## src/rtl/if_stage.sv

```systemverilog
// Instruction fetch: one i$ read per credit, in-order responses buffered with their PCs in a DEPTH-entry FIFO.
// Latency accept->id_valid is k+1 cycles; decode backpressure holds credits, redirect drops everything older.
module if_stage #(
    parameter logic [63:0] PC_INIT = 64'h0,
    parameter int          DEPTH   = 4
) (
    input  logic        clk,
    input  logic        rst,
    output logic        imem_req,
    output logic [63:0] imem_addr,
    input  logic        imem_ready,
    input  logic        imem_rvalid,
    input  logic [31:0] imem_rdata,
    input  logic        redirect_valid,
    input  logic [63:0] redirect_pc,
    output logic        id_valid,
    input  logic        id_ready,
    output logic [31:0] id_inst,
    output logic [63:0] id_pc
);
    localparam int CW = $clog2(DEPTH + 1);
    localparam int AW = $clog2(DEPTH);

    logic [63:0]   r_fetch_pc;
    logic [63:0]   r_fifo_pc   [DEPTH];
    logic [31:0]   r_fifo_inst [DEPTH];
    logic [63:0]   r_tag       [DEPTH];
    logic [AW-1:0] r_fifo_rd, r_fifo_wr, r_tag_rd, r_tag_wr;
    logic [CW-1:0] r_count, r_live, r_drop;

    logic [CW+1:0] w_used;
    logic [CW-1:0] w_pend;
    logic [CW-1:0] w_drop_redir;
    logic          w_acc, w_rsp, w_keep, w_pop;

    // Every term is registered, so a freed slot only becomes a credit next cycle.
    assign w_used   = (CW+2)'(r_count) + (CW+2)'(r_live) + (CW+2)'(r_drop);
    assign imem_req = !rst && !redirect_valid && (w_used < (CW+2)'(DEPTH));
    assign imem_addr = r_fetch_pc;

    assign w_acc  = imem_req && imem_ready;
    assign w_rsp  = imem_rvalid && !rst;
    assign w_keep = w_rsp && !redirect_valid && (r_drop == '0) && (r_live != '0);

    assign id_valid = (r_count != '0) && !redirect_valid;
    assign w_pop    = id_valid && id_ready;
    assign id_inst  = (r_count != '0) ? r_fifo_inst[r_fifo_rd] : '0;
    assign id_pc    = (r_count != '0) ? r_fifo_pc[r_fifo_rd]   : '0;

    // The response landing in the redirect cycle retires one pending request.
    assign w_pend       = r_drop + r_live;
    assign w_drop_redir = (w_rsp && (w_pend != '0)) ? w_pend - CW'(1) : w_pend;

    always_ff @(posedge clk) begin
        if (rst) begin
            r_fetch_pc <= PC_INIT;
            r_fifo_rd  <= '0;
            r_fifo_wr  <= '0;
            r_tag_rd   <= '0;
            r_tag_wr   <= '0;
            r_count    <= '0;
            r_live     <= '0;
            r_drop     <= '0;
        end else if (redirect_valid) begin
            r_fetch_pc <= redirect_pc & ~64'h3;
            r_fifo_rd  <= '0;
            r_fifo_wr  <= '0;
            r_tag_rd   <= '0;
            r_tag_wr   <= '0;
            r_count    <= '0;
            r_live     <= '0;
            r_drop     <= w_drop_redir;
        end else begin
            if (w_acc) begin
                r_tag[r_tag_wr] <= r_fetch_pc;
                r_tag_wr        <= r_tag_wr + AW'(1);
                r_fetch_pc      <= r_fetch_pc + 64'd4;
            end
            if (w_keep) begin
                r_fifo_pc[r_fifo_wr]   <= r_tag[r_tag_rd];
                r_fifo_inst[r_fifo_wr] <= imem_rdata;
                r_fifo_wr              <= r_fifo_wr + AW'(1);
                r_tag_rd               <= r_tag_rd + AW'(1);
            end
            if (w_pop) begin
                r_fifo_rd <= r_fifo_rd + AW'(1);
            end
            r_count <= r_count + CW'(w_keep) - CW'(w_pop);
            r_live  <= r_live + CW'(w_acc) - CW'(w_keep);
            if (w_rsp && (r_drop != '0)) begin
                r_drop <= r_drop - CW'(1);
            end
        end
    end

    // A response with nothing outstanding is an i$ protocol violation and is ignored.
    always_ff @(posedge clk) begin
        if (!rst && imem_rvalid) begin
            assert ((r_live != '0) || (r_drop != '0));
        end
    end
endmodule

```

## config.mk

```make
export PLATFORM = sky130hd
export DESIGN_NAME = if_stage
export DESIGN_NICKNAME = d
export VERILOG_FILES = /design/src/rtl/if_stage.sv
export SDC_FILE = /design/constraint.sdc
export NUM_CORES = 1
export LEC_CHECK = 0
export CORE_MARGIN = 3
export CORE_UTILIZATION = 48
export CTS_BUF_LIST = sky130_fd_sc_hd__clkbuf_8
export CTS_CLUSTER_DIAMETER = 150
export DETAILED_ROUTE_END_ITERATION = 6
export GPL_TIMING_DRIVEN = 0
export PLACE_DENSITY_LB_ADDON = 0.3
export SETUP_SLACK_MARGIN = 0.02
export SYNTH_ARGS = -nofsm -noshare
export SYNTH_HDL_FRONTEND = slang
export SYNTH_SLANG_ARGS = --single-unit
```

## constraint.sdc

```tcl
create_clock -name clk -period 5.1 [get_ports clk]
set_clock_uncertainty 0.2 [all_clocks]
set_input_delay 0.51 -clock clk [delete_from_list [all_inputs] [get_ports clk]]
set_output_delay 0.51 -clock clk [all_outputs]
set_load 0.01 [all_outputs]
```

==> metrics.csv <==
stage;metric;value;unit
run_status;status;finished clean;
clock_network;root_buffer;clkbuf_8;
global_routing;antenna_found_initial;1;
run;drv_cap;0;
sta;finalHoldViolCount;0;
clock_network;cts_sinks;707;
clock_network;htree_levels;3;
global_routing;gr-total-overflow;0;
sta;slew_headroom;19.63;%
sta;period_share;96.52;%
final_layout;final_cell_mix;edfxtp_1, clkdlybuf4s50_1, mux4_2;
sta;finalWorstSetupSlack;0.1775;ns
placed_design;place_hpwl;44070;um
final_layout;final_util;58.96;%
floorplan;coreArea;57810;um2
final_layout;nets;2074;
critical_path;crit_cells;11;
yosys;synth_mux_area_share;12.71;%
placed_design;portBuffers;255;
floorplan;io_pins;264;
floorplan;dieArea;61590;um2
critical_path;cp_top_family;buffers and inverters;
clock_network;cts_tree;yes;
hold_path;hold_class;in2reg;
detailed_routing;drtPass1Iterations;5;
sta;fmax;203.1;MHz
yosys;syn_inst;1565;
power;p_leak;10.86;nW
yosys;ys_async_sr_fraction;0;%
global_routing;grt_use_total;21.89;%
critical_path;slowest_stage;clkbuf_1;
hold_path;min_path_cells;3;
sta;fin_tns_setup;0;ns
yosys;ys_types;68;
sta;worst_pin_slew;1.206;ns
detailed_routing;drtIter0Drc;1402;
floorplan;start_util;48.70;%
yosys;ys_ff_latch;707;
final_layout;layout-drive-gt1-share;17.52;%
detailed_routing;drc_errors;0;
yosys;synth-compound-area-share;3.347;%
detailed_routing;met2_length;32550;um
sta;min_period;4.922;ns
detailed_routing;drt-total-wl;66610;um
clock_network;post_cts_buffers;0;
detailed_routing;wl_per_cell;23.81;um
clock_network;clockBufferDepth;3;
final_layout;area_delta_synth_final;21.08;%
global_routing;grt_pass1_vias;16110;
clock_network;path_clk_slew;0.06;ns
yosys;synthSimpleGateAreaFrac;7.374;%
detailed_routing;vias;15910;
final_layout;fin_cells;2798;
detailed_routing;antenna_left;0;
placed_design;place_ws;0.2129;ns
clock_network;clkLatencyLatePin;0.72;ns
critical_path;crit_chain;inv_1 > fa_1 > nor2_1 > fa_1 > nand3b_1 > nor2_1 > buf_2 > clkbuf_1 > buf_2 > and2_4 > buf_16;
final_layout;final_common_cell;edfxtp_1;
placed_design;place.gp.congestion;0.8898;
detailed_routing;wl_met1;26960;um
critical_path;cp.required;5.27;ns
yosys;synthXorXnorAreaFrac;0.9645;%
yosys;ys_seq_area_share;72.47;%
yosys;syn_area;28150;um2
critical_path;crit_buf_inv;5;
critical_path;crit_path_start_kind;register;
yosys;ys.flop_type;edfxtp_1;
critical_path;path_max_fanout;42;
critical_path;critPathKind;reg2reg;
yosys;synth_top_family_by_area;multiplexers;
yosys;yosys_warnings;0;
sta;setup_viol;0;
critical_path;cp.arrival;5.09;ns
clock_network;cts_made_buffers;109;
floorplan;die_x;248.2;um
global_routing;grt_max_degree;48;
yosys;synth_area_per_cell;17.99;um2
power;p_per_area;329.9;nW/um2
critical_path;endpoint_kind;register;
power;p_total;11.24;mW
power;vdd_drop_max;0.2197;mV
critical_path;ff2ff_path_depth;11;
detailed_routing;top_layer;met4;
yosys;synth-edff-count;624;
placed_design;dp.cells;2600;
global_routing;grt_pass1_wl;99230;um
detailed_routing;viasPerCell;5.687;
detailed_routing;wl_met3;5316;um
critical_path;critPathMaxStageDelay;0.61;ns
sta;rsz0062_at_grt;false;
yosys;synthAdderAreaFrac;1.316;%
floorplan;core.rowCount;88;
sta;maxSlewViolCount;0;
floorplan;die_h;248.2;um
cells in the mapped netlist, types with 4 or more instances:
cell type  number  area (um2)
and3_1         17       106.4
buf_1           7       26.28
nand2_1        67       251.5
ha_1           20       250.2
inv_1          35       131.4
nor2b_1        95       594.3
nor3_1         17       85.08
or4_1           6       45.04
dfxtp_1        83        1662
nand4_1        17       106.4
a21oi_1        34       170.2
edfxtp_1      624       18740
nand3_1        28       140.1
o22ai_1        14       87.58
xor2_1         11       96.34
fa_1            6       120.1
clkbuf_1       52       195.2
xnor2_1        20       175.2
and4_1          4       35.03
buf_2          21       105.1
a32oi_1         7       61.31
buf_4           6       45.04
nor4_1          6       37.54
or3_1           6       37.54
mux4_2        156        3513
a31oi_1        34       212.7
mux2_2          4       45.04
o211ai_1        5       37.54
nor2_1         51       191.4
and2_1         25       156.4
o21ai_0        28       140.1
a22oi_1         5       37.54
power breakdown:
group | internal, mW | switching, mW | total [mW]
clock network | 2.24 | 2.14 | 4.39
registers | 6.34 | 0.105 | 6.44
logic | 0.200 | 0.213 | 0.413
total | 8.78 | 2.46 | 11.2
worst min-delay path, cell delays in order:
cell    delay [ns]
buf_2         0.21
nor2_2        0.13
and2_1        0.17
cells by family (layout without fill, tap and decap cells):
group                    after synthesis  after routing
multiplexers                         162            162
buffers and inverters                122            586
AND/OR/NAND/NOR                      366            366
adder cells (fa/ha/maj)               26             26
flip-flops                           707            707
XOR/XNOR                              31             31
AO/OA/AOI/OAI                        150            150
other                                  1              5
state kept, by name, indices dropped and copies added, names as in the netlist, named ones only:
signal       flops
r_tag_rd         2
r_fifo_pc      248
r_fifo_rd        2
r_live           3
r_fifo_wr        2
imem_addr       62
r_tag          248
r_count          3
r_fifo_inst    128
r_tag_wr         2
r_drop           3
final timing paths:
| check | endpoint | slack (ns) | startpoint |
|---|---|---|---|
| worst max-delay path | r_tag[2][27]$_DFFE_PP_ | 0.18 | r_live[1]$_SDFF_PP0_ |
| worst min-delay path | r_live[0]$_SDFF_PP0_ | 0.17 | redirect_valid |
| worst max register to register | r_tag[2][27]$_DFFE_PP_ | 0.18 | r_live[1]$_SDFF_PP0_ |
| worst min register to register | r_tag_wr[1]$_SDFFE_PP0N_ | 0.31 | r_tag_wr[1]$_SDFFE_PP0N_ |
area by class of cell:
cell class                 instances  area [um2]
clock inverter                    86       508.0
inverter                          35       131.4
multi-input combinational        739        7288
buffer                            86       376.6
fill                            4364       23720
timing repair buffer             268        2893
sequential                       707       20400
clock buffer                     111        1528
antenna                            1       2.502
tap                              765       957.2
repair_timing:
action	CTS	global route
hold endpoints to repair	1	0
hold buffers	1	0
resized for setup	0	2
setup endpoints to repair	0	1
per-stage QoR:
step / cell area [um2] / hold slack [ns]
2_1_floorplan: 28160 / 0.2692
3_3_place_gp: 31670 / 0.2869
3_5_place_dp: 32040 / 0.2898
4_1_cts: 34080 / 0.1074
5_1_grt: 34080 / 0.1743
6_report: 34080 / 0.1665
per-layer routing:
metal,GRT usage (%),up-vias
met5,0,-
met2,35.46,741
met4,7.372,0
met1,29.62,8031
li1,-,7005
met3,4.995,135
Power figures use the tool's default switching activity.
